File: config.mk
export PLATFORM = sky130hd
export DESIGN_NAME = jtgng_sdram_ctrl_flat
export DESIGN_NICKNAME = d
export VERILOG_FILES = /design/src/rtl/jtgng_sdram_ctrl_if.sv /design/src/rtl/jtgng_sdram_ctrl.sv /design/src/flat_wrapper.sv
export SDC_FILE = /design/constraint.sdc
export NUM_CORES = 1
export LEC_CHECK = 0
export BUFFER_PORTS_ARGS = -buffer_cell sky130_fd_sc_hd__buf_4
export CAP_MARGIN = 20
export CORE_ASPECT_RATIO = 0.6
export CORE_MARGIN = 2
export CORE_UTILIZATION = 50
export CTS_BUF_LIST = sky130_fd_sc_hd__clkbuf_16
export DETAILED_ROUTE_END_ITERATION = 16
export PLACE_DENSITY = 0.72
export REMOVE_ABC_BUFFERS = 1
export SYNTH_ARGS = -nofsm -noshare
export SYNTH_HDL_FRONTEND = slang
export SYNTH_SLANG_ARGS = --single-unit
File: constraint.sdc
create_clock -name clk -period 6.9 [get_ports clk]
set_clock_uncertainty 0.15 [all_clocks]
set_input_delay 1.38 -clock clk [delete_from_list [all_inputs] [get_ports clk]]
set_output_delay 1.38 -clock clk [all_outputs]
set_load 0.01 [all_outputs]
File: src/rtl/jtgng_sdram_ctrl_if.sv
// Scheduler-side bus of the SDRAM command sequencer.
// Carries read slot strobes, download writes and returned data.
interface jtgng_sdram_ctrl_if;
   logic        rd_req;
   logic [21:0] addr;
   logic        autorefresh;
   logic        downloading;
   logic        prog_we;
   logic [21:0] prog_addr;
   logic [15:0] prog_data;
   logic [1:0]  prog_mask;
   logic        prog_ack;
   logic [15:0] data_read;
   logic        data_rdy;
   logic        init_done;
   logic        overrun;

   modport master (
      output rd_req, addr, autorefresh, downloading,
      output prog_we, prog_addr, prog_data, prog_mask,
      input  prog_ack, data_read, data_rdy, init_done, overrun
   );

   modport slave (
      input  rd_req, addr, autorefresh, downloading,
      input  prog_we, prog_addr, prog_data, prog_mask,
      output prog_ack, data_read, data_rdy, init_done, overrun
   );
endinterface

File: src/rtl/jtgng_sdram_ctrl.sv
// Single-bank SDRAM sequencer: power-up init, ACT/READ/WRITE
// with auto-precharge, refresh, and one pending slot per request kind.
module jtgng_sdram_ctrl #(
   parameter int INIT_WAIT = 9600,
   parameter int CL        = 2,
   parameter int TRCD      = 2,
   parameter int TRP       = 2,
   parameter int TRC       = 7,
   parameter int TRFC      = 8
) (
   input  logic        clk,
   input  logic        rst,
   jtgng_sdram_ctrl_if.slave bus,
   output logic        sdram_cke,
   output logic [3:0]  sdram_cmd,
   output logic [12:0] sdram_a,
   output logic [1:0]  sdram_ba,
   output logic [1:0]  sdram_dqm,
   input  logic [15:0] dq_in,
   output logic [15:0] dq_out,
   output logic        dq_oe
);
   localparam logic [3:0] C_NOP = 4'b0111;
   localparam logic [3:0] C_ACT = 4'b0011;
   localparam logic [3:0] C_RD  = 4'b0101;
   localparam logic [3:0] C_WR  = 4'b0100;
   localparam logic [3:0] C_PRE = 4'b0010;
   localparam logic [3:0] C_REF = 4'b0001;
   localparam logic [3:0] C_MRS = 4'b0000;
   localparam logic [12:0] MRS_A =
      {3'b000, 1'b1, 2'b00, 3'(CL), 1'b0, 3'b000};

   typedef enum logic [2:0] {
      S_INIT_WAIT, S_INIT_PRE, S_INIT_REF, S_INIT_MRS,
      S_WAIT, S_IDLE, S_RW
   } st_t;

   st_t         st, st_n, ret, ret_n;
   logic [15:0] cnt, cnt_n;
   logic [2:0]  refcnt, refcnt_n;
   logic        op_wr, op_wr_n;
   logic [8:0]  col, col_n;
   logic [15:0] wd, wd_n;
   logic [1:0]  wm, wm_n;
   logic [3:0]  cmd_n;
   logic [12:0] a_n;
   logic [1:0]  dqm_n;
   logic        oe_n, ack_n, rd_start;
   logic [15:0] dqo_n;
   logic        take_rd, take_wr, take_ref;
   logic [CL:0] rd_sh;
   logic        init_done, dl_q;

   logic        rd_pend, wr_pend, ref_pend;
   logic [21:0] rd_addr, wr_addr;
   logic [15:0] wr_data;
   logic [1:0]  wr_mask;
   logic        rd_acc, wr_acc, ref_acc, dl_rise;
   logic        rd_have, wr_have, ref_have;
   logic [21:0] rd_a, wr_a;

   assign rd_acc   = bus.rd_req & init_done & ~bus.downloading;
   assign wr_acc   = bus.prog_we & init_done & bus.downloading;
   assign ref_acc  = bus.rd_req & bus.autorefresh & init_done;
   assign dl_rise  = bus.downloading & ~dl_q;
   assign rd_have  = rd_acc | (rd_pend & ~bus.downloading);
   assign wr_have  = wr_acc | wr_pend;
   assign ref_have = ref_acc | ref_pend;
   assign rd_a     = rd_acc ? bus.addr : rd_addr;
   assign wr_a     = wr_acc ? bus.prog_addr : wr_addr;
   assign sdram_ba = 2'b00;
   assign bus.init_done = init_done;

   always_comb begin
      st_n     = st;
      ret_n    = ret;
      cnt_n    = cnt;
      refcnt_n = refcnt;
      op_wr_n  = op_wr;
      col_n    = col;
      wd_n     = wd;
      wm_n     = wm;
      cmd_n    = C_NOP;
      a_n      = sdram_a;
      dqm_n    = 2'b11;
      oe_n     = 1'b0;
      dqo_n    = dq_out;
      ack_n    = 1'b0;
      rd_start = 1'b0;
      take_rd  = 1'b0;
      take_wr  = 1'b0;
      take_ref = 1'b0;
      unique case (st)
         S_INIT_WAIT: begin
            if (cnt == 16'(INIT_WAIT - 1)) begin
               st_n  = S_INIT_PRE;
               cnt_n = '0;
            end else begin
               cnt_n = cnt + 16'd1;
            end
         end
         S_INIT_PRE: begin
            cmd_n    = C_PRE;
            a_n      = 13'h0400;
            cnt_n    = 16'(TRP - 2);
            refcnt_n = '0;
            ret_n    = S_INIT_REF;
            st_n     = S_WAIT;
         end
         S_INIT_REF: begin
            cmd_n    = C_REF;
            refcnt_n = refcnt + 3'd1;
            cnt_n    = 16'(TRFC - 1);
            ret_n    = (refcnt == 3'd7) ? S_INIT_MRS : S_INIT_REF;
            st_n     = S_WAIT;
         end
         S_INIT_MRS: begin
            cmd_n = C_MRS;
            a_n   = MRS_A;
            cnt_n = '0;
            ret_n = S_IDLE;
            st_n  = S_WAIT;
         end
         S_WAIT: begin
            if (cnt == '0) st_n = ret;
            else           cnt_n = cnt - 16'd1;
         end
         S_IDLE: begin
            if (rd_have) begin
               take_rd = 1'b1;
               op_wr_n = 1'b0;
               col_n   = rd_a[8:0];
               cmd_n   = C_ACT;
               a_n     = rd_a[21:9];
               cnt_n   = 16'(TRCD - 2);
               ret_n   = S_RW;
               st_n    = S_WAIT;
            end else if (wr_have) begin
               take_wr = 1'b1;
               op_wr_n = 1'b1;
               col_n   = wr_a[8:0];
               wd_n    = wr_acc ? bus.prog_data : wr_data;
               wm_n    = wr_acc ? bus.prog_mask : wr_mask;
               cmd_n   = C_ACT;
               a_n     = wr_a[21:9];
               cnt_n   = 16'(TRCD - 2);
               ret_n   = S_RW;
               st_n    = S_WAIT;
            end else if (ref_have) begin
               take_ref = 1'b1;
               cmd_n    = C_REF;
               cnt_n    = 16'(TRFC - 1);
               ret_n    = S_IDLE;
               st_n     = S_WAIT;
            end
         end
         S_RW: begin
            cmd_n    = op_wr ? C_WR : C_RD;
            a_n      = {2'b00, 1'b1, 1'b0, col};
            dqm_n    = op_wr ? wm : 2'b00;
            oe_n     = op_wr;
            dqo_n    = op_wr ? wd : dq_out;
            ack_n    = op_wr;
            rd_start = ~op_wr;
            // hold off the next ACT until TRC after this one
            cnt_n    = 16'(TRC - TRCD - 2);
            ret_n    = S_IDLE;
            st_n     = S_WAIT;
         end
         default: st_n = S_INIT_WAIT;
      endcase
   end

   always_ff @(posedge clk or posedge rst) begin
      if (rst) begin
         st            <= S_INIT_WAIT;
         ret           <= S_INIT_WAIT;
         cnt           <= '0;
         refcnt        <= '0;
         op_wr         <= 1'b0;
         col           <= '0;
         wd            <= '0;
         wm            <= 2'b11;
         sdram_cke     <= 1'b0;
         sdram_cmd     <= C_NOP;
         sdram_a       <= '0;
         sdram_dqm     <= 2'b11;
         dq_oe         <= 1'b0;
         dq_out        <= '0;
         bus.prog_ack  <= 1'b0;
         rd_sh         <= '0;
         bus.data_read <= '0;
         bus.data_rdy  <= 1'b0;
         init_done     <= 1'b0;
      end else begin
         st            <= st_n;
         ret           <= ret_n;
         cnt           <= cnt_n;
         refcnt        <= refcnt_n;
         op_wr         <= op_wr_n;
         col           <= col_n;
         wd            <= wd_n;
         wm            <= wm_n;
         sdram_cke     <= 1'b1;
         sdram_cmd     <= cmd_n;
         sdram_a       <= a_n;
         sdram_dqm     <= dqm_n;
         dq_oe         <= oe_n;
         dq_out        <= dqo_n;
         bus.prog_ack  <= ack_n;
         // rd_sh[CL] marks the cycle the read word is on DQ
         rd_sh         <= {rd_sh[CL-1:0], rd_start};
         bus.data_rdy  <= rd_sh[CL];
         if (rd_sh[CL]) bus.data_read <= dq_in;
         if (st_n == S_IDLE) init_done <= 1'b1;
      end
   end

   always_ff @(posedge clk or posedge rst) begin
      if (rst) begin
         rd_pend     <= 1'b0;
         wr_pend     <= 1'b0;
         ref_pend    <= 1'b0;
         rd_addr     <= '0;
         wr_addr     <= '0;
         wr_data     <= '0;
         wr_mask     <= 2'b11;
         dl_q        <= 1'b0;
         bus.overrun <= 1'b0;
      end else begin
         dl_q <= bus.downloading;
         if (take_rd) begin
            rd_pend <= 1'b0;
         end else if (rd_acc) begin
            rd_pend <= 1'b1;
            rd_addr <= bus.addr;
         end
         if (dl_rise) rd_pend <= 1'b0;
         if (take_wr) begin
            wr_pend <= 1'b0;
         end else if (wr_acc) begin
            wr_pend <= 1'b1;
            wr_addr <= bus.prog_addr;
            wr_data <= bus.prog_data;
            wr_mask <= bus.prog_mask;
         end
         if (take_ref)     ref_pend <= 1'b0;
         else if (ref_acc) ref_pend <= 1'b1;
         if ((rd_acc & rd_pend) | (wr_acc & wr_pend) |
             (ref_acc & ref_pend))
            bus.overrun <= 1'b1;
      end
   end
endmodule

File: src/flat_wrapper.sv
// flat-port wrapper written by rule: the top's interface ports become plain ports
module jtgng_sdram_ctrl_flat 
#(
   parameter int INIT_WAIT = 9600,
   parameter int CL        = 2,
   parameter int TRCD      = 2,
   parameter int TRP       = 2,
   parameter int TRC       = 7,
   parameter int TRFC      = 8
)
  (clk, rst, sdram_cke, sdram_cmd, sdram_a, sdram_ba, sdram_dqm, dq_in, dq_out, dq_oe, bus_rd_req, bus_addr, bus_autorefresh, bus_downloading, bus_prog_we, bus_prog_addr, bus_prog_data, bus_prog_mask, bus_prog_ack, bus_data_read, bus_data_rdy, bus_init_done, bus_overrun);
  jtgng_sdram_ctrl_if bus_i ();
  input  logic clk;
  input  logic rst;
  output logic sdram_cke;
  output logic [3:0] sdram_cmd;
  output logic [12:0] sdram_a;
  output logic [1:0] sdram_ba;
  output logic [1:0] sdram_dqm;
  input  logic [15:0] dq_in;
  output logic [15:0] dq_out;
  output logic dq_oe;
  input wire logic [$bits(bus_i.rd_req)-1:0] bus_rd_req;
  input wire logic [$bits(bus_i.addr)-1:0] bus_addr;
  input wire logic [$bits(bus_i.autorefresh)-1:0] bus_autorefresh;
  input wire logic [$bits(bus_i.downloading)-1:0] bus_downloading;
  input wire logic [$bits(bus_i.prog_we)-1:0] bus_prog_we;
  input wire logic [$bits(bus_i.prog_addr)-1:0] bus_prog_addr;
  input wire logic [$bits(bus_i.prog_data)-1:0] bus_prog_data;
  input wire logic [$bits(bus_i.prog_mask)-1:0] bus_prog_mask;
  output wire logic [$bits(bus_i.prog_ack)-1:0] bus_prog_ack;
  output wire logic [$bits(bus_i.data_read)-1:0] bus_data_read;
  output wire logic [$bits(bus_i.data_rdy)-1:0] bus_data_rdy;
  output wire logic [$bits(bus_i.init_done)-1:0] bus_init_done;
  output wire logic [$bits(bus_i.overrun)-1:0] bus_overrun;
  assign bus_i.rd_req = bus_rd_req;
  assign bus_i.addr = bus_addr;
  assign bus_i.autorefresh = bus_autorefresh;
  assign bus_i.downloading = bus_downloading;
  assign bus_i.prog_we = bus_prog_we;
  assign bus_i.prog_addr = bus_prog_addr;
  assign bus_i.prog_data = bus_prog_data;
  assign bus_i.prog_mask = bus_prog_mask;
  assign bus_prog_ack = bus_i.prog_ack;
  assign bus_data_read = bus_i.data_read;
  assign bus_data_rdy = bus_i.data_rdy;
  assign bus_init_done = bus_i.init_done;
  assign bus_overrun = bus_i.overrun;
  jtgng_sdram_ctrl #(.INIT_WAIT(INIT_WAIT), .CL(CL), .TRCD(TRCD), .TRP(TRP), .TRC(TRC), .TRFC(TRFC)) u_core (.clk(clk), .rst(rst), .bus(bus_i), .sdram_cke(sdram_cke), .sdram_cmd(sdram_cmd), .sdram_a(sdram_a), .sdram_ba(sdram_ba), .sdram_dqm(sdram_dqm), .dq_in(dq_in), .dq_out(dq_out), .dq_oe(dq_oe));
endmodule
# After elaboration in Yosys (flattened, before gate mapping)
# Cells that the tools add are included.
# op_classes
reduce_logical	19
n_mux	54
n_addsub	3
n_eq_ne	12
bitwise_logic	20
# ops
cell	count
2-to-1 mux 16 bit	6
one-hot mux 16 bit (6 select lines)	1
one-hot mux 13 bit (4 select lines)	1
2-to-1 mux 22 bit	2
2-to-1 mux 3 bit	9
2-to-1 mux 13 bit	2
one-hot mux 3 bit (4 select lines)	2
2-to-1 mux 1 bit	22
one-hot mux 4 bit (5 select lines)	1
2-to-1 mux 9 bit	2
adder 16 x 1 -> 16 bit (second input constant)	1
== test 16 x 14 -> 1 bit (second input constant)	1
zero test 16 bit	1
subtractor 16 x 1 -> 16 bit (second input constant)	1
== test 3 bit (second input constant)	5
bitwise AND 1 bit	11
2-to-1 mux 4 bit	2
AND reduction 2 bit	4
nonzero test 2 bit	4
nonzero test 4 bit	2
== test 3 x 2 -> 1 bit (second input constant)	2
2-to-1 mux 2 bit	3
one-hot mux 3 bit (2 select lines)	1
AND reduction 3 bit	2
other kinds (12)	20
# word_totals
ff_bits	178

# Depth between registers and ports, before layout
# Gate-level depths: netlist of the first run.
# logic_depth
depth_word	8
ltp_mapped	10
depth_no_buf	8

# Least setup slack after synthesis of the first run
# No wires, ideal clock.
# synth_timing
path_kind	input to register
from	input port bus_downloading
to	register u_core.cnt[2]
stages	8
slack_ps	3759
arrival_ps	2870
path_buffers	3
setup_ps	121
cell_sequence	buf_6 > mux2_4 > a2111o_1 > o22ai_2 > nor2b_1 > buf_6 > buf_6 > a22o_1
# synth_via
elab_chain_len	5
# synth_lines
element	line	rtl
start: declaration	flat_wrapper.sv:26	input wire logic [$bits(bus_i.downloading)-1:0] bus_downloading;
bitwise AND 1 bit or NOT 1 bit (tied branches)	jtgng_sdram_ctrl.sv:63, jtgng_sdram_ctrl.sv:62, jtgng_sdram_ctrl.sv:66	
OR 1 bit, or another cell as far along	jtgng_sdram_ctrl.sv:67	assign wr_have = wr_acc | wr_pend;
2-to-1 mux 16 bit or OR 1 bit (tied branches)	jtgng_sdram_ctrl.sv:138, jtgng_sdram_ctrl.sv:66	
2-to-1 mux 16 bit or != test 4 x 1 -> 1 bit (tied branches)	-	
one-hot mux 16 bit (6 select lines) or AND reduction 3 bit (tied branches)	-	
end signal: assignment	jtgng_sdram_ctrl.sv:198	cnt <= cnt_n;
end: declaration	jtgng_sdram_ctrl.sv:39	logic [15:0] cnt, cnt_n;
# Several ways; a longest one is shown, not always the timed one.
# A chain may end at the register's enable or synchronous reset.

# Final worst setup path of the first run
# layout_timing
from	input port bus_downloading
to	register u_core.wr_data[11]
# layout_via
elab_chain_len	5
# layout_lines
element	line	rtl
bitwise AND 1 bit or NOT 1 bit (tied branches)	jtgng_sdram_ctrl.sv:63, jtgng_sdram_ctrl.sv:62, jtgng_sdram_ctrl.sv:66	
OR 1 bit, or another cell as far along	jtgng_sdram_ctrl.sv:67	
2-to-1 mux 1 bit or OR 1 bit (tied branches)	jtgng_sdram_ctrl.sv:138, jtgng_sdram_ctrl.sv:66	
2-to-1 mux 1 bit	jtgng_sdram_ctrl.sv:129	if (rd_have) begin
2-to-1 mux 1 bit	jtgng_sdram_ctrl.sv:93	unique case (st)
end signal: assignment	jtgng_sdram_ctrl.sv:244	wr_data <= bus.prog_data;
end: declaration	jtgng_sdram_ctrl.sv:56	logic [15:0] wr_data;
# Several ways; a longest one is shown, not always the timed one.

==> results.yml, run 1 <==
synthesis:
  synth_top_cell_area_share_pct: 49.6
  ys.warnings.count: 0
  synth_cells: 798
  synthArstFlopShare_pct: 100
  synth-main-ff-cell: "dfrtp_1"
  synthDistinctLibCells: 68
  synth_top_cell_by_area: "dfrtp_1"
  netlist_area_um2: 8470
  ys_ff_latch: 177
  syn_area_per_cell_um2: 10.6
  synth_edf_count: 0
  synth_area_leaders: "dfrtp_1 50%, mux2_2 10%, mux2i_1 7.6%"
  ys_seq_area_share_pct: 52.4
worst_setup_path:
  critPathLaunchType: "primary input"
  worstSetupPathType: "in2reg"
  setup.reg_to_reg.worst_slack_ns: 3.67
  critical_path.reg2reg.endpoint: "u_core.wr_data[11]"
  crit_path_end: "u_core.wr_data[11]"
  critPathSlowestCell: "nand2_1"
  path_buf_inv: 1
  crit_chain: "buf_4 > and3_2 > nand2_1 > mux2_2"
  critPathLaunch: "bus_downloading"
  r2r_start: "u_core.bus.init_done"
  crit_path_max_incr_delay_ns: 0.90
  endpoint_kind: "flop"
  critPathMaxFanout: 29
  crit_cells: 4
  cp_top_family: "simple AND/OR/NAND/NOR gates"
  cp_data_arrival_time_ns: 3.82
  rr_worst_depth: 3
  worstPathRequired_ns: 7.06
clocking:
  h-tree-depth: 4
  cts_tree: "yes"
  cts_root_buf: "clkbuf_16"
  cts_made_buffers: 17
  cts-hold-fix-buffers: 0
  clkLatencyLatePin_ns: 0.43
  cts.sinks: 177
  clk_pin_slew_ns: 0.07
  post_cts_resized: 0
  clockBufferDepth: 2
  cts_setup_buffers: 0
grt:
  overflow: 0
  grt_pass1_vias: 6078
  grtUsageTotal_pct: 23.2
  grt_pass1_wl_um: 32600
  grt_max_degree: 85
  antenna_found_initial: 0
timing:
  rsz0062_at_grt: "false"
  maxSlewViolCount: 0
  slew_headroom_pct: 30.7
  finalCritPeriodShare_pct: 53.1
  finalWorstSetupSlack_ns: 3.24
  tightest_slew_ns: 1.04
  fmax_ghz: 0.273
  period_needed_ns: 3.66
  finalHoldViolations: 0
  setup_viol: 0
floorplan:
  die_area_um2: 18000
  initial_core_util_pct: 51.7
  die_x_um: 172
  top_level_ports: 143
  num_rows: 36
  die_h_um: 105
  core_area_um2: 16400
power_and_ir_drop:
  p_sw_mw: 0.491
  swShare_pct: 24.0
  clock_power_share_pct: 45.8
  vdd_drop_max_mv: 0.139
  p_int_mw: 1.55
  power_density_nw_per_um2: 200
  seqPwrFrac_pct: 50.8
  p_leak_nw: 5.20
  pwr-share-comb_pct: 3.4
drt:
  wl_per_cell_um: 17.9
  dr_total_vias: 6556
  drc: 0
  ant_nets: 0
  viasPerCell: 5.69
  totalWireLength_um: 20600
  drt-initial-drc-count: 628
  drtPass1Iterations: 6
finish:
  area_growth_pct: 20.4
  fin_cells: 1152
  diodes: 0
  fillers: 1377
  layout.nets: 1000
  final_layout_size_suffix_gt1_share_pct: 30.4
place:
  io_buffer_count: 139
  place_inst: 1119
  dpl.hpwl_um: 13900
  place_ws_ns: 2.84
  gp_congestion: 0.915
status:
  outcome: "complete, no violations"
job:
  maxCapViolations: 0
worst_hold_path:
  holdCritPathClass: "reg2reg"
==> synth_stat cells (2+ instances only) <==
| library cell | n |
|---|---|
| nor2_1 | 52 |
| buf_1 | 4 |
| a221oi_1 | 3 |
| nor3_1 | 9 |
| a21boi_0 | 2 |
| nand2_1 | 94 |
| buf_6 | 4 |
| dfrtp_1 | 168 |
| inv_1 | 10 |
| nand4_1 | 4 |
| a21oi_1 | 67 |
| nand3_1 | 16 |
| nor4_1 | 2 |
| a22o_1 | 2 |
| a21o_1 | 2 |
| clkbuf_1 | 23 |
| a31oi_1 | 9 |
| or3_1 | 2 |
| or2_2 | 3 |
| o31ai_1 | 2 |
| mux2i_1 | 64 |
| o21ai_1 | 4 |
| nand2b_1 | 3 |
| buf_4 | 5 |
| a22oi_1 | 3 |
| xnor2_1 | 2 |
| and3_1 | 6 |
| buf_2 | 22 |
| nand3b_1 | 3 |
| o21ai_0 | 60 |
| a32oi_1 | 8 |
| mux2_2 | 78 |
| conb_1 | 2 |
| o22ai_1 | 7 |
| and2_1 | 4 |
| nor4b_1 | 3 |
| nor2b_1 | 3 |
| dfstp_2 | 9 |
| ha_1 | 5 |
==> flip-flops by register name, indices dropped and copies added, names as in the netlist, 3 cells and up <==
| name | count |
|---|---|
| u_core.col | 9 |
| u_core.sdram_a | 13 |
| u_core.wd | 16 |
| u_core.rd_sh | 3 |
| u_core.refcnt | 3 |
| u_core.wr_data | 16 |
| u_core.ret | 3 |
| u_core.wr_addr | 22 |
| u_core.cnt | 16 |
| u_core.sdram_cmd | 3 |
| u_core.bus.data_read | 16 |
| u_core.dq_out | 16 |
| u_core.rd_addr | 22 |
| u_core.st | 3 |
==> layout by cell type (no fill, tap or decap), drive strengths merged, types with 3 or more instances in the layout <==
| cell type | Yosys | final |
|---|---|---|
| a21oi | 67 | 67 |
| a221oi | 3 | 3 |
| a22oi | 3 | 3 |
| a31oi | 9 | 9 |
| a32oi | 8 | 8 |
| and2 | 4 | 4 |
| and3 | 6 | 6 |
| buf | 35 | 151 |
| clkbuf | 24 | 17 |
| clkinv | 0 | 3 |
| conb | 2 | 4 |
| dfrtp | 168 | 168 |
| dfstp | 9 | 9 |
| ha | 5 | 5 |
| inv | 10 | 21 |
| mux2 | 79 | 79 |
| mux2i | 64 | 64 |
| nand2 | 94 | 94 |
| nand2b | 3 | 3 |
| nand3 | 16 | 16 |
| nand3b | 3 | 3 |
| nand4 | 4 | 4 |
| nor2 | 53 | 53 |
| nor2b | 3 | 3 |
| nor3 | 10 | 10 |
| nor4 | 3 | 3 |
| nor4b | 3 | 3 |
| o21ai | 64 | 64 |
| o22ai | 8 | 8 |
| or2 | 3 | 3 |
==> metrics by stage <==
stage | power, mW | hold WS, ns | setup TNS, ns | utilization, % | area, um2
after floorplan | 1.08 | 0.181 | -28.73 | - | 8180
after CTS | 2.06 | 0.201 | 0 | 62.1 | 10200
after global routing | 2.11 | 0.209 | 0 | 62.2 | 10200
after detailed placement | 1.13 | 0.186 | 0 | 58.6 | 9610
after global placement | 1.13 | 0.182 | 0 | 58.6 | 9610
final | 2.04 | 0.200 | 0 | 62.2 | 10200
==> power groups by stage <==
stage | combinational [mW] | sequential (mW) | clock [mW]
after floorplan | 0.0179 | 1.06 | 0
after global placement | 0.0681 | 1.06 | 0
after CTS | 0.0688 | 1.04 | 0.951
after global routing | 0.0770 | 1.04 | 0.994
final | 0.0695 | 1.04 | 0.936
after detailed placement | 0.0686 | 1.06 | 0
==> final cells by class <==
class | instances | area (um2) | area share (%)
timing repair buffer | 151 | 1150 | 11.3
clock buffer | 17 | 425 | 4.17
inverter | 10 | 42.5 | 0.417
sequential | 177 | 4440 | 43.5
multi-input combinational | 554 | 3710 | 36.4
clock inverter | 15 | 140 | 1.37
tap | 228 | 285 | 2.80
==> cell families after synthesis <==
group	after synthesis	synth area share (%)
and+or+nand+nor	213	11.5
AOI/OAI and AO/OA	186	12.9
DFF	177	52.4
muxes	143	18.1
buffers and inverters	69	3.97
adders and majority gates	5	0.738
xor gates and xnor gates	3	0.310
other	2	0.0886
==> routing by layer <==
metal | global-route usage, % | vias to the layer above | wire (um)
met1 | 36.8 | 3152 | 9920
met5 | 0 | - | 0
met3 | 6.36 | 30 | 2020
met2 | 30.6 | 302 | 8380
met4 | 6.78 | 0 | 308
li1 | - | 3072 | -
==> worst min-delay path by stage <==
stage,start,slack [ns],cells after the start,end
after global placement,u_core.rd_sh[1],0.18,0,u_core.rd_sh[2]
after global routing,u_core.rd_sh[0],0.21,0,u_core.rd_sh[1]
final,u_core.rd_sh[1],0.20,0,u_core.rd_sh[2]
after CTS,u_core.rd_sh[0],0.20,0,u_core.rd_sh[1]
after detailed placement,u_core.rd_sh[0],0.19,0,u_core.rd_sh[1]
after floorplan,u_core.rd_sh[0],0.18,0,u_core.rd_sh[1]
(Power assumes the default switching activity.)
==> inputs of run 2 (changes only) <==
- PLACE_DENSITY: 0.72 -> 0.75
- clock period: 6.9 -> 2.98 ns (I/O delays scaled with it)
==> run 2 against run 1 <==
Against the previous run:
- non-clock buffer count up 13
- highest routed layer unchanged
- wire length decreased by 1.8%
- die area stayed put
- register-to-register slack got worse by 3.1 ns
- first-iteration DRC count down 15%
- sequential share of layout area is 0.51 points lower
- critical path type is now reg2reg
- cell count is 1.1% higher
- clock power is 140% higher
- power is 140% higher
- global-route usage grew 0.19 points
- via count up 0.35%
- count of clock-buffer cells in the layout did not move
==> results.yml, run 2 (synthesis results as in run 1) <==
clocking:
  clk_pin_slew_ns: 0.08
  cts.sinks: 177
  post_cts_resized: 0
  clockBufferDepth: 2
  cts_setup_buffers: 0
  clkLatencyLatePin_ns: 0.44
  cts_root_buf: "clkbuf_16"
  cts-hold-fix-buffers: 0
  cts_tree: "yes"
  h-tree-depth: 4
  cts_made_buffers: 17
grt:
  use_met3_pct: 6.97
  grtUsageTotal_pct: 23.4
  overflow: 0
  grt_busiest_layer: "met1"
  grt_max_degree: 74
  grt_pass1_vias: 6274
  grt_pass1_wl_um: 33100
  antenna_found_initial: 0
  met2_usage_pct: 32.6
  grt_util_met1_pct: 36.1
finish:
  final_layout_size_suffix_gt1_share_pct: 31.6
  area_growth_pct: 21.9
  layout.nets: 1013
  mostFrequentLayoutCells: "168 x dfrtp_1, 162 x buf_4, 94 x nand2_1, 78 x mux2_2, 67 x a21oi_1"
  diodes: 0
  fin_cells: 1165
  final_common_cell: "dfrtp_1"
  top_regs: "u_core.rd_addr (22), u_core.wr_addr (22)"
worst_hold_path:
  holdCritPathClass: "in2async"
power_and_ir_drop:
  clock_power_share_pct: 46.7
  p_sw_mw: 1.13
  power_density_nw_per_um2: 465
  swShare_pct: 23.5
  pwr-share-comb_pct: 3.3
  p_leak_nw: 5.26
  p_int_mw: 3.67
  seqPwrFrac_pct: 50.0
  vdd_drop_max_mv: 0.315
worst_setup_path:
  cp_data_arrival_time_ns: 2.61
  worstSetupPathType: "reg2reg"
  crit_chain: "inv_1 > ha_1 > or3b_2 > nor3_2 > nand2_1 > nor4_1 > a2bb2oi_1 > a31oi_1"
  cp_top_family: "simple AND/OR/NAND/NOR gates"
  worstPathRequired_ns: 3.14
  critPathLaunchType: "flop"
  critPathMaxFanout: 6
  path_buf_inv: 1
  critPathSlowestCell: "or3b_2"
  endpoint_kind: "flop"
  crit_path_max_incr_delay_ns: 0.50
timing:
  finalHoldViolations: 0
  finalCritPeriodShare_pct: 82.2
  maxSlewViolCount: 0
  rsz0062_at_grt: "false"
  slew_headroom_pct: 51.5
  setup_tns_ns: 0
  fmax_ghz: 0.408
  setup_viol: 0
  tightest_slew_ns: 0.722
  period_needed_ns: 2.45
floorplan:
  die_area_um2: 18000
  initial_core_util_pct: 51.7
  core_area_um2: 16400
  num_rows: 36
  die_x_um: 172
  top_level_ports: 143
  die_h_um: 105
place:
  gp_congestion: 0.931
  dpl.hpwl_um: 14200
  io_buffer_count: 139
  place_inst: 1133
drt:
  totalWireLength_um: 20300
  drt-initial-drc-count: 535
  dr_total_vias: 6579
  wl_per_cell_um: 17.4
  drtPass1Iterations: 5
  viasPerCell: 5.65
  ant_nets: 0
  drc: 0
status:
  outcome: "complete, no violations"
job:
  maxCapViolations: 0
## run 2: final timing paths
kind	startpoint	to	slack (ns)	cells after the start
setup / recovery	u_core.cnt[1]	u_core.cnt[14]	0.53	8
hold / removal	rst	u_core.bus.data_read[8]	0.09	2
setup reg to reg	u_core.cnt[1]	u_core.cnt[14]	0.53	8
hold reg to reg	u_core.rd_sh[0]	u_core.rd_sh[1]	0.21	0
max in group asynchronous	rst	u_core.wr_mask[1]	1.86	3
min in group clk	bus_downloading	u_core.dl_q	0.20	1
## run 2: through the flow
stage	hold WS, ns	util [%]	area, um2	total power, mW	setup slack, ns
after CTS	0.103	63.0	10300	4.86	0.565
after global routing	0.127	63.0	10300	4.97	0.290
final	0.0889	63.0	10300	4.80	0.529
after detailed placement	0.193	59.4	9740	2.61	0.452
after floorplan	0.181	-	8180	2.49	-4.45
after global placement	0.183	59.4	9740	2.61	0.502
## run 2: area by class of cell
class,count,area [um2]
timing repair buffer,164,1260
sequential,177,4440
tap,228,285
fill,1343,6070
clock buffer,17,425
inverter,10,42.5
multi-input combinational,554,3710
clock inverter,15,159
## run 2: routing by layer
metal | routed length (um) | vias to the layer above
li1 | - | 3095
met1 | 9720 | 3186
met2 | 8390 | 278
met3 | 2000 | 20
met4 | 160 | 0
met5 | 0 | -
## run 2: power by group through the flow
stage | logic (mW) | registers [mW] | clock network, mW
after detailed placement | 0.163 | 2.45 | 0
after global routing | 0.177 | 2.40 | 2.39
final | 0.160 | 2.40 | 2.24
after CTS | 0.164 | 2.40 | 2.29
after global placement | 0.163 | 2.45 | 0
after floorplan | 0.0414 | 2.45 | 0
==> inputs of run 3 (changes only) <==
- PLACE_DENSITY: 0.75 -> 0.72
- clock period: 2.98 -> 2.4 ns (I/O delays scaled with it)
==> run 3 against run 2 <==
Against the previous run:
- utilization is 2.0 points higher
- setup slack got worse by 0.40 ns
- clock power is 24% higher
- die area did not move
- via count grew 1.7%
- sequential power up 24%
- critical endpoint is now u_core.cnt[9]
==> results.yml, run 3 (synthesis results as in run 1) <==
drt:
  ant_nets: 0
  drc: 0
  drtPass1Iterations: 5
  wl_per_cell_um: 17.4
  viasPerCell: 5.63
  totalWireLength_um: 20700
  dr_total_vias: 6694
  drt-initial-drc-count: 619
finish:
  mostFrequentLayoutCells: "178 x buf_4, 167 x dfrtp_1, 92 x nand2_1, 78 x mux2_2, 67 x a21oi_1"
  area_growth_pct: 25.8
  final_layout_size_suffix_gt1_share_pct: 34.2
  fin_area_um2: 10700
  final_common_cell: "buf_4"
  diodes: 0
  layout.nets: 1038
  top_regs: "u_core.rd_addr (22), u_core.wr_addr (22)"
  fillers: 1302
clocking:
  clk_pin_slew_ns: 0.08
  cts_tree: "yes"
  cts_made_buffers: 17
  cts.sinks: 177
  clockBufferDepth: 2
  clkLatencyLatePin_ns: 0.43
  h-tree-depth: 4
  cts_root_buf: "clkbuf_16"
timing:
  tightest_slew_ns: 0.653
  maxSlewViolCount: 0
  setup_viol: 0
  slew_headroom_pct: 56.4
  finalCritPeriodShare_pct: 94.8
  period_needed_ns: 2.27
  fmax_ghz: 0.440
  finalHoldViolations: 0
place:
  gp_congestion: 0.952
  dpl.hpwl_um: 14500
  io_buffer_count: 139
  place_area_um2: 10000
worst_setup_path:
  cp_data_arrival_time_ns: 2.47
  worstPathRequired_ns: 2.60
  worstSetupPathType: "reg2reg"
  endpoint_kind: "flop"
  critPathLaunchType: "flop"
  critPathMaxFanout: 12
status:
  outcome: "complete, no violations"
floorplan:
  die_area_um2: 18000
  die_h_um: 105
  top_level_ports: 143
  num_rows: 36
  die_x_um: 172
  core_area_um2: 16400
  initial_core_util_pct: 51.7
power_and_ir_drop:
  swShare_pct: 24.7
  power_density_nw_per_um2: 559
  p_sw_mw: 1.47
  vdd_drop_max_mv: 0.427
  p_leak_nw: 5.45
  p_int_mw: 4.49
  clock_power_share_pct: 46.5
  finalPower_mw: 5.96
  pwr-share-comb_pct: 3.4
  seqPwrFrac_pct: 50.1
grt:
  overflow: 0
  grt_pass1_wl_um: 33300
  grt_max_degree: 74
  grt_pass1_vias: 6305
  grtUsageTotal_pct: 23.3
  antenna_found_initial: 0
job:
  maxCapViolations: 0
worst_hold_path:
  holdCritPathClass: "in2reg"
==> run 3: cell types whose count changed in the layout (fill, tap and decap cells not counted), sizes merged <==
cell         delta
dlygate4sd3     +1
buf            +24
inv             -3
bufinv          -1
clkinv          +5
clkinvlp        -1
==> run 3: power groups by stage <==
stage / clock (mW) / combinational (mW) / sequential (mW)
floorplan: 0 / 0.0514 / 3.04
global placement: 0 / 0.205 / 3.04
detailed placement: 0 / 0.206 / 3.04
CTS: 2.80 / 0.208 / 2.98
global route: 2.94 / 0.225 / 2.98
finish: 2.77 / 0.203 / 2.98
==> run 3: worst paths after layout <==
kind                                            to  cells after the start  slack (ns)             from
min reg2reg                        u_core.rd_sh[2]                      0        0.21  u_core.rd_sh[1]
max in group asynchronous             u_core.wm[0]                      4        0.93              rst
max reg2reg                          u_core.cnt[9]                      6        0.13     u_core.st[0]
max                                  u_core.cnt[9]                      6        0.13     u_core.st[0]
min in group asynchronous        u_core.rd_addr[2]                      3        0.48              rst
min                        u_core.bus.data_read[7]                      2        0.13         dq_in[7]
==> run 3: through the flow <==
step | cells | TNS (ns) | util (%) | worst slack, ns | hold slack (ns)
detailed placement | 1154 | 0 | 61.0 | 0.0805 | 0.185
CTS | 1187 | 0 | 64.6 | 0.0424 | 0.126
global placement | 1154 | 0 | 61.0 | 0.0912 | 0.182
finish | 1190 | 0 | 65.0 | 0.126 | 0.134
global route | 1190 | -0.00915 | 65.0 | -0.00791 | 0.132
floorplan | 741 | -762.61 | - | -4.94 | 0.181
==> run 3: per-layer routing <==
metal	global-route usage, %	wire length, um	up-vias
met5	0	0	-
met4	3.84	126	0
met3	6.48	2100	12
met2	33.1	8770	271
met1	35.9	9750	3253
li1	-	-	3158
==> run 3: cell type report <==
type	instances	area [um2]	share of cell area [%]
Tap cell	228	285	2.68
Clock buffer	17	425	3.99
Clock inverter	15	166	1.56
Timing Repair Buffer	189	1550	14.5
Inverter	10	42.5	0.399
Sequential cell	177	4440	41.7
Multi-Input combinational cell	554	3750	35.2
==> run 3: repair_timing <==
| action | CTS | global route |
|---|---|---|
| hold endpoints to repair | 38 | 0 |
| hold buffers | 1 | 0 |
| setup endpoints to repair | 0 | 13 |
| buffers inserted | 0 | 3 |
| resized for setup | 0 | 11 |
==> run 3: critical path, stage by stage, from the launching register on <==
cell and delay [ns]:
dfrtp_1 0.50, or2_2 0.36, o21ai_1 0.23, and2_1 0.53
a21o_1 0.20, o41ai_2 0.06, a31oi_1 0.17
